==> src/rtl/fnd_scan_cntr_if.sv <==
`default_nettype none
// ============================================================================
// Module      : fnd_scan_cntr_if
// Description : Application-side bundle for the FND scan controller: value
//               strobe and display options in, busy flag and FND pins out.
// Revision    : 1.0 - initial release
// ============================================================================
interface fnd_scan_cntr_if;
  logic [11:0] value;
  logic        value_valid;
  logic        hex_mode;
  logic        blank_lz;
  logic [3:0]  dp_en;
  logic        busy;
  logic [7:0]  seg;
  logic [3:0]  com;

  // Application logic drives the value and display options
  modport master (
    output value, value_valid, hex_mode, blank_lz, dp_en,
    input  busy, seg, com
  );

  // The scan controller consumes them and drives the board pins
  modport slave (
    input  value, value_valid, hex_mode, blank_lz, dp_en,
    output busy, seg, com
  );
endinterface
`default_nettype wire

==> src/rtl/fnd_scan_cntr.sv <==
`default_nettype none
// ============================================================================
// Module      : fnd_scan_cntr
// Description : 4-digit common-anode seven-segment driver. Converts a 12-bit
//               value to BCD (shift-add-3, one bit per clock) or shows it as
//               hex, then time-multiplexes the digits through one decoder.
// Revision    : 1.0 - initial release
// ============================================================================
module fnd_scan_cntr #(
  parameter int SCAN_DIV = 100000,
  parameter int CNT_W    = 17
) (
  input wire             clk,
  input wire             reset_n,
  fnd_scan_cntr_if.slave bus
);

  typedef enum logic [1:0] {
    S_IDLE  = 2'd0,
    S_SHIFT = 2'd1,
    S_LOAD  = 2'd2
  } state_t;

  localparam logic [CNT_W-1:0] c_cnt_last = CNT_W'(SCAN_DIV - 1);

  state_t           r_state;
  state_t           w_next;
  logic             w_start;
  logic [11:0]      w_start_val;
  logic             w_start_hex;
  logic             w_shift;
  logic             w_load;

  logic [11:0]      r_val;
  logic             r_hex;
  logic [11:0]      r_pend_val;
  logic             r_pend_hex;
  logic             r_pend;
  logic [15:0]      r_bcd;
  logic [3:0]       r_bit_cnt;
  logic [15:0]      r_disp;
  logic             r_busy;
  logic [11:0]      w_adj;

  logic [CNT_W-1:0] r_cnt;
  logic [1:0]       r_idx;
  logic             w_wrap;
  logic [7:0]       r_seg;
  logic [3:0]       r_com;
  logic [3:0]       w_nib;
  logic [3:0]       w_zero;
  logic [3:0]       w_lz;
  logic             w_blank;

  // Active-low gfedcba pattern for a hex nibble
  function automatic logic [6:0] f_dec(input logic [3:0] n);
    case (n)
      4'h0: f_dec = 7'h40;
      4'h1: f_dec = 7'h79;
      4'h2: f_dec = 7'h24;
      4'h3: f_dec = 7'h30;
      4'h4: f_dec = 7'h19;
      4'h5: f_dec = 7'h12;
      4'h6: f_dec = 7'h02;
      4'h7: f_dec = 7'h78;
      4'h8: f_dec = 7'h00;
      4'h9: f_dec = 7'h10;
      4'hA: f_dec = 7'h08;
      4'hB: f_dec = 7'h03;
      4'hC: f_dec = 7'h46;
      4'hD: f_dec = 7'h21;
      4'hE: f_dec = 7'h06;
      default: f_dec = 7'h0E;
    endcase
  endfunction

  // Conversion FSM state register
  always_ff @(posedge clk or negedge reset_n) begin
    if (!reset_n) r_state <= S_IDLE;
    else          r_state <= w_next;
  end

  // Next state; LOAD restarts straight from a newer strobe or the pending slot
  always_comb begin
    w_next      = r_state;
    w_start     = 1'b0;
    w_start_val = bus.value;
    w_start_hex = bus.hex_mode;
    w_shift     = 1'b0;
    w_load      = 1'b0;
    case (r_state)
      S_IDLE: begin
        if (bus.value_valid) begin
          w_start = 1'b1;
          w_next  = bus.hex_mode ? S_LOAD : S_SHIFT;
        end
      end
      S_SHIFT: begin
        w_shift = 1'b1;
        if (r_bit_cnt == 4'd11) w_next = S_LOAD;
      end
      S_LOAD: begin
        w_load = 1'b1;
        if (bus.value_valid || r_pend) begin
          w_start     = 1'b1;
          w_start_val = bus.value_valid ? bus.value    : r_pend_val;
          w_start_hex = bus.value_valid ? bus.hex_mode : r_pend_hex;
          w_next      = w_start_hex ? S_LOAD : S_SHIFT;
        end else begin
          w_next = S_IDLE;
        end
      end
      default: w_next = S_IDLE;
    endcase
  end

  // Add-3 on the lower three BCD nibbles; the top one never exceeds 4
  for (genvar gi = 0; gi < 3; gi++) begin : g_adj
    assign w_adj[gi*4 +: 4] = (r_bcd[gi*4 +: 4] >= 4'd5) ?
                              r_bcd[gi*4 +: 4] + 4'd3 : r_bcd[gi*4 +: 4];
  end

  // Conversion datapath, pending slot and display register
  always_ff @(posedge clk or negedge reset_n) begin
    if (!reset_n) begin
      r_val      <= 12'h000;
      r_hex      <= 1'b0;
      r_pend_val <= 12'h000;
      r_pend_hex <= 1'b0;
      r_pend     <= 1'b0;
      r_bcd      <= 16'h0000;
      r_bit_cnt  <= 4'd0;
      r_disp     <= 16'h0000;
      r_busy     <= 1'b0;
    end else begin
      if (w_start) begin
        r_val     <= w_start_val;
        r_hex     <= w_start_hex;
        r_bcd     <= 16'h0000;
        r_bit_cnt <= 4'd0;
        r_busy    <= ~w_start_hex;
      end else if (w_shift) begin
        r_bcd     <= {r_bcd[14:12], w_adj, r_val[11]};
        r_val     <= {r_val[10:0], 1'b0};
        r_bit_cnt <= r_bit_cnt + 4'd1;
      end else if (w_load) begin
        r_busy    <= 1'b0;
      end

      if (w_load) r_disp <= r_hex ? {4'h0, r_val} : r_bcd;

      // A strobe in LOAD is consumed directly, so the slot only fills in SHIFT
      if (w_load) begin
        r_pend <= 1'b0;
      end else if (bus.value_valid && (r_state == S_SHIFT)) begin
        r_pend     <= 1'b1;
        r_pend_val <= bus.value;
        r_pend_hex <= bus.hex_mode;
      end
    end
  end

  assign w_wrap = (r_cnt == c_cnt_last);
  assign w_nib  = r_disp[{r_idx, 2'b00} +: 4];

  assign w_zero[0] = (r_disp[3:0]   == 4'h0);
  assign w_zero[1] = (r_disp[7:4]   == 4'h0);
  assign w_zero[2] = (r_disp[11:8]  == 4'h0);
  assign w_zero[3] = (r_disp[15:12] == 4'h0);
  assign w_lz[3]   = w_zero[3];
  assign w_lz[2]   = w_zero[3] & w_zero[2];
  assign w_lz[1]   = w_zero[3] & w_zero[2] & w_zero[1];
  assign w_lz[0]   = 1'b0;
  assign w_blank   = bus.blank_lz & ~bus.hex_mode & w_lz[r_idx];

  // Prescaler and digit index
  always_ff @(posedge clk or negedge reset_n) begin
    if (!reset_n) begin
      r_cnt <= '0;
      r_idx <= 2'd0;
    end else if (w_wrap) begin
      r_cnt <= '0;
      r_idx <= r_idx + 2'd1;
    end else begin
      r_cnt <= r_cnt + CNT_W'(1);
    end
  end

  // Registered pins; all digits are off for the cycle the index moves
  always_ff @(posedge clk or negedge reset_n) begin
    if (!reset_n) begin
      r_seg <= 8'hFF;
      r_com <= 4'b1111;
    end else if (w_wrap) begin
      r_seg <= 8'hFF;
      r_com <= 4'b1111;
    end else begin
      r_seg <= {~bus.dp_en[r_idx], (w_blank ? 7'h7F : f_dec(w_nib))};
      r_com <= ~(4'b0001 << r_idx);
    end
  end

  assign bus.busy = r_busy;
  assign bus.seg  = r_seg;
  assign bus.com  = r_com;

endmodule
`default_nettype wire
==> src/flat_wrapper.sv <==
// flat-port wrapper written by rule: the top's interface ports become plain ports
module fnd_scan_cntr_flat 
#(
  parameter int SCAN_DIV = 100000,
  parameter int CNT_W    = 17
)
  (clk, reset_n, bus_value, bus_value_valid, bus_hex_mode, bus_blank_lz, bus_dp_en, bus_busy, bus_seg, bus_com);
  fnd_scan_cntr_if bus_i ();
  input wire clk;
  input wire reset_n;
  input wire logic [$bits(bus_i.value)-1:0] bus_value;
  input wire logic [$bits(bus_i.value_valid)-1:0] bus_value_valid;
  input wire logic [$bits(bus_i.hex_mode)-1:0] bus_hex_mode;
  input wire logic [$bits(bus_i.blank_lz)-1:0] bus_blank_lz;
  input wire logic [$bits(bus_i.dp_en)-1:0] bus_dp_en;
  output wire logic [$bits(bus_i.busy)-1:0] bus_busy;
  output wire logic [$bits(bus_i.seg)-1:0] bus_seg;
  output wire logic [$bits(bus_i.com)-1:0] bus_com;
  assign bus_i.value = bus_value;
  assign bus_i.value_valid = bus_value_valid;
  assign bus_i.hex_mode = bus_hex_mode;
  assign bus_i.blank_lz = bus_blank_lz;
  assign bus_i.dp_en = bus_dp_en;
  assign bus_busy = bus_i.busy;
  assign bus_seg = bus_i.seg;
  assign bus_com = bus_i.com;
  fnd_scan_cntr #(.SCAN_DIV(SCAN_DIV), .CNT_W(CNT_W)) u_core (.clk(clk), .reset_n(reset_n), .bus(bus_i));
endmodule
==> config.mk <==
export PLATFORM = sky130hd
export DESIGN_NAME = fnd_scan_cntr_flat
export DESIGN_NICKNAME = d
export VERILOG_FILES = /design/src/rtl/fnd_scan_cntr_if.sv /design/src/rtl/fnd_scan_cntr.sv /design/src/flat_wrapper.sv
export SDC_FILE = /design/constraint.sdc
export NUM_CORES = 1
export LEC_CHECK = 0
export ABC_AREA = 1
export CORE_MARGIN = 4
export CORE_UTILIZATION = 64
export DETAILED_ROUTE_END_ITERATION = 7
export PLACE_DENSITY = 0.92
export SYNTH_ARGS = -nofsm -noshare
export SYNTH_HDL_FRONTEND = slang
export SYNTH_SLANG_ARGS = --single-unit
==> constraint.sdc <==
create_clock -name clk -period 3.74 [get_ports clk]
set_input_delay 1.122 -clock clk [delete_from_list [all_inputs] [get_ports clk]]
set_output_delay 1.122 -clock clk [all_outputs]
set_load 0.03 [all_outputs]
### Word level (Yosys, flattened, before mapping)

Memory sizes are Yosys's and may differ from the RTL's.
Cells that the tools add are included.
W data, S select, Z words.

* word-level logic and storage cells: 95
* memory bits (read-only): 112
* output and inout port bits: 13
* input port bits: 21
* memories kept: 1
* register bits: 97

* magnitude comparators: 4
* shifts and indexed selects: 2
* equal/unequal tests: 7
* bitwise gates (word level): 9
* reductions and logical operators: 12
* add/sub/neg operators: 6
* muxes and demuxes: 40

Memories
* (no name shown): words 16, bits a word 7, rd ports 1, clocked after memory_dff 0, wr ports 0, line fnd_scan_cntr.sv:57 `case (n)`

Operators by type and width (number)
* $mux W12: 5
* $mux W16: 3
* $mux W4: 6
* $add A17 B1 Y17 const B: 1
* $eq A17 B17 Y1 const B: 1
* $mux W17: 1
* $shiftx A16 B5 Y4: 1
* $mux W1: 14
* $add A4 B2 Y4 const B: 3
* $ge A4 B3 Y1 const B: 3
* $logic_not A4 Y1: 3
* $mux W2: 5
* $mux W8: 1
* $mux W7: 1
* $pmux W2 S3: 1
* $reduce_and A2 Y1: 3
* $reduce_bool A2 Y1: 3
* $add A4 B1 Y4 const B: 1
* $and A1 B1 Y1: 4
* $bmux W1 S2: 2
* $eq A4 B4 Y1 const B: 1
* $ne A2 B1 Y1 const B: 2
* $not A1 Y1: 4
* $not A4 Y4: 1
* other kinds (10): 10

### Depth between registers and ports, before layout

* depth in word-level cells: 8
* mapped depth: 11
* depth with buffers taken out: 10

### Worst setup path after synthesis

OpenSTA, ideal clock, no wires.

* path kind: input to register
* from: input port bus_value_valid
* to: register u_core.r_val[1]
* data arrival time: 1.825 ns
* path slack: 1.784 ns
* required time: 3.610 ns
* library setup time: 0.130 ns
* buffers on the path: 1
* cell stages on the path: 10
* path through: inv_2 > nor2_1 > inv_1 > o21ai_4 > inv_4 > nand2_4 > inv_4 > buf_6 > nand2_1 > nand3_1

* word-level cells in the longest chain between the ends: 4
* elaborated cells between the ends (all ways): 9
* classes of those cells: mux: 7; reduce/logical: 2

RTL lines
* from (decl): line flat_wrapper.sv:12 `input wire logic [$bits(bus_i.value_valid)-1:0] bus_value_valid;`
* $logic_or A1 B1 Y1 / $mux W12 (equally long branches): line fnd_scan_cntr.sv:104, fnd_scan_cntr.sv:106
* $mux W1 / $mux W12 (equally long branches): line fnd_scan_cntr.sv:104 `if (bus.value_valid || r_pend) begin`
* $pmux W1 S2 / $mux W12 (equally long branches): line fnd_scan_cntr.sv:91 `case (r_state)`
* $mux W12 / $reduce_bool A2 Y1 (equally long branches)
* to (signal assigned): line fnd_scan_cntr.sv:137 `r_val <= w_start_val;`
* to (signal assigned): line fnd_scan_cntr.sv:144 `r_val <= {r_val[10:0], 1'b0};`
* to (decl): line fnd_scan_cntr.sv:34 `logic [11:0] r_val;`

Parallel ways exist; a longest one is shown, timed or not.
A chain may end at the register's enable or synchronous reset.

### Worst setup path in the final report

* from: register u_core.r_seg[2], in the netlist u_core.bus.seg[2]
* to: output port bus_seg[2]

RTL lines
* from (decl): line fnd_scan_cntr.sv:48 `logic [7:0] r_seg;`
* from (signal assigned): line fnd_scan_cntr.sv:198 `r_seg <= {~bus.dp_en[r_idx], (w_blank ? 7'h7F : f_dec(w_nib))};`
* to (decl): line flat_wrapper.sv:17 `output wire logic [$bits(bus_i.seg)-1:0] bus_seg;`

No word-level cell between the ends.

==> results.md <==
* Status: finished, final reports clean
* Worst Tran Pin Value at 1.04 ns
* CTS tree: yes
* Worst path required time at 2.62 ns
* Worst Skew at 0.0128 ns
* FMAX at 0.374 GHz
* Post_cts resized at 0
* Final Worst Setup Slack at 1.06 ns
* Flops & latches, synth at 97
* Post-Syn Nets at 683
* CTS HTree Levels at 3
* Post-synthesis cell count at 644
* Most Crowded Layer GR: met2
* Sw power at 0.00165 W
* Global-route wire length before repair at 18.8 mm
* DR iter-0 viols at 243
* RR Endpoint: u_core.bus.seg[6]$_DFF_PN1_
* N_diodes at 0
* Post-Synthesis Cell Area at 5140 um2
* CTS hold repair buffers at 0
* Combinational Power Share at 39.8%
* Hold Startpoint: u_core.r_pend_val[0]$_DFFE_PN0P_
* Synth Flop Type: dfrtp_1
* Worst reg-to-reg path cell count at 10
* Leakage at 2.71 nW
* Avg Inst Size Synth at 7.98 um2
* RSZ-0062 raised after global routing: no
* Core Area at 7770 um2
* Final setup fails at 0
* Largest incremental delay on the critical path at 0.66 ns
* I/O pin count at 34
* Slowest CP cell: clkdlybuf4s50_1
* Met1 usage at 28.8%
* Hold Path Depth at 2
* Nets at 709
* Pwr/cell area at 675 nW/um2
* Vias per Instance at 5.59
* Reg2reg start: u_core.r_idx[0]$_DFFE_PN0P_
* WHS Endpoint: u_core.r_pend_val[0]$_DFFE_PN0P_
* Met3 Use GR at 4.38%
* Chip width at 97.6 um
* Clock group share of total power at 17.1%
* DP Wirelength at 7.71 mm
* GRT Overall Usage at 23.6%
* Critical path type: flip-flop to output port
* Clk buf depth at 2
* WL final at 10.8 mm
* Synthesis-to-finish area growth at 10.3%
* Hold Vio Cnt, Final at 0
* Fin. max-slew vios at 0
* Seq pwr share at 43.1%
* Int Pwr at 0.00218 W
* Overflow after GRT at 0
* Inserted Clock Buffers at 9
* Synth warn at 0
* Detailed-route wire length per cell at 13.9 um
* Grt met2 use at 41.7%
* Endpoint class of the critical path: output port
* Largest net degree at the start of global routing at 87
* Crit-path max FO at 1
* Cell Rows at 32
* Clk sinks at 97
* VDD IR max at 0.493 mV
* Slew headroom at 30.5%
* Die area at 9520 um2
* Initial antenna violation count at 0
* Synth cell types at 34
* Port Buf Inserts at 33
* CP bufs+invs at 1
* Min-Delay Path Class: flip-flop to flip-flop
* Layout cell share with drive strength beyond 1 at 7.41%
* Antenna-violating nets left at 0
* Commonest non-fill, non-tap cells in the layout: 174 x nand2_1, 85 x dfrtp_1, 70 x inv_1
* Commonest non-fill, non-tap cell in the layout: nand2_1
* Via count at 4342
* Die height at 97.6 um
* CP Data Arrival Time at 1.55 ns
* Setup Buffers After CTS at 0
* Top Family by Delay on Critical Path: buffers and inverters
* Minimum clock period at 2.68 ns
* Switch share at 43.1%
* DRC at 0
* Final setup TNS at 0 ns
* Fin crit share at 71.6%
* Max-cap violation count at 0
* Vias in the first global route at 4189
* Post-place setup slack at 0.854 ns
* CP cell instances: clkdlybuf4s50_1
* Root Driver: clkbuf_8
* Initial Utilization at 66.1%
* R2R setup slack at 1.58 ns
* GPL Wtd Cong at 0.918
* Post-synth ARST share at 100%
* Worst-path clk slew at 0.11 ns
* Post-synth EDFFs at 0
* Seq/Total Area, Yosys at 47.6%
* Setup crit start kind: flip-flop
* Worst-Skew Late Latency at 0.38 ns
* DR pass1 iterations at 5
[power groups by stage]
stage / Combinational [W] / Sequential [W] / Clock, W
after floorplan: 0.00112 / 0.00166 / 0
after global placement: 0.00143 / 0.00164 / 0
after detailed placement: 0.00151 / 0.00166 / 0
after CTS: 0.00152 / 0.00164 / 0.000659
after global routing: 0.00171 / 0.00170 / 0.000703
final: 0.00152 / 0.00165 / 0.000656
[synthesized netlist by cell type, types with 9 or more instances]
| cell | instances | area share (%) |
|---|---|---|
| nand2_1 | 174 | 13 |
| o21ai_0 | 49 | 4.8 |
| nand3_1 | 50 | 4.9 |
| buf_2 | 9 | 0.88 |
| a21oi_1 | 29 | 2.8 |
| o22ai_1 | 9 | 1.1 |
| o211ai_1 | 11 | 1.6 |
| ha_1 | 18 | 4.4 |
| xor2_1 | 13 | 2.2 |
| dfstp_2 | 12 | 6.1 |
| dfrtp_1 | 85 | 41 |
| nor2_1 | 67 | 4.9 |
| inv_1 | 70 | 5.1 |
[routing by layer]
metal,wire length (um),vias to the layer above
met5,0,-
met2,5480,138
li1,-,2120
met4,280,0
met1,4430,2054
met3,577,30
[how the worst max path moves through the flow]
stage	from	endpoint	slack, ns	depth (start not counted)
after CTS	u_core.bus.seg[2]$_DFF_PN1_	bus_seg[2]	1.05	1
final	u_core.bus.seg[2]$_DFF_PN1_	bus_seg[2]	1.06	1
after global routing	u_core.bus.seg[7]$_DFF_PN1_	bus_seg[7]	1.02	1
after detailed placement	bus_value_valid	u_core.r_val[11]$_DFFE_PN0P_	0.85	8
after floorplan	bus_value_valid	u_core.r_val[1]$_DFFE_PN0P_	1.78	10
after global placement	bus_value_valid	u_core.r_bcd[15]$_DFFE_PN0P_	0.96	8
[tightest hold or removal path: cells and delay by family, from the launching register on]
family	cells	cell delay (ns)
and+or+nand+nor	1	0.05
AOI/OAI and AO/OA	1	0.06
DFF	1	0.36
[final cells by class]
cell class / instances / area, um2
flip-flops and latches: 97 / 2440
multi-input cells: 452 / 2290
fillers: 560 / 2100
repair buffers: 34 / 335
inverters: 76 / 290
well taps: 102 / 128
clock buffers: 9 / 124
clock inverters: 7 / 58.8
[flip-flops by register name (all words and copies together) (netlist names)]
name / cells
u_core.r_disp: 16
u_core.r_bit_cnt: 4
u_core.bus.com: 4
u_core.r_cnt: 17
u_core.r_state: 2
u_core.r_pend_val: 12
u_core.r_pend: 1
u_core.bus.busy: 1
u_core.bus.seg: 8
u_core.r_val: 12
u_core.r_idx: 2
u_core.r_pend_hex: 1
u_core.r_bcd: 16
u_core.r_hex: 1
[per-stage QoR]
| step | utilization, % | instance area, um2 | hold WS [ns] | power (W) | std cells |
|---|---|---|---|---|---|
| floorplan | - | 5140 | 0.448 | 0.00278 | 644 |
| global placement | 70.6 | 5480 | 0.466 | 0.00307 | 761 |
| detailed placement | 70.6 | 5480 | 0.468 | 0.00317 | 761 |
| CTS | 72.9 | 5670 | 0.494 | 0.00382 | 777 |
| global route | 72.9 | 5670 | 0.518 | 0.00411 | 777 |
| finish | 72.9 | 5670 | 0.495 | 0.00382 | 777 |
[cell families (layout without fill, tap and decap cells)]
family / after synthesis / after routing / synth area share, %
AO/OA/AOI/OAI: 106 / 106 / 11.6
XOR/XNOR: 15 / 15 / 2.56
buffers and inverters: 95 / 126 / 7.92
flip-flops: 97 / 97 / 47.6
adder cells (fa/ha/maj): 18 / 18 / 4.38
AND/OR/NAND/NOR: 313 / 313 / 25.9
Note: power is estimated with default switching activity, not from simulation.
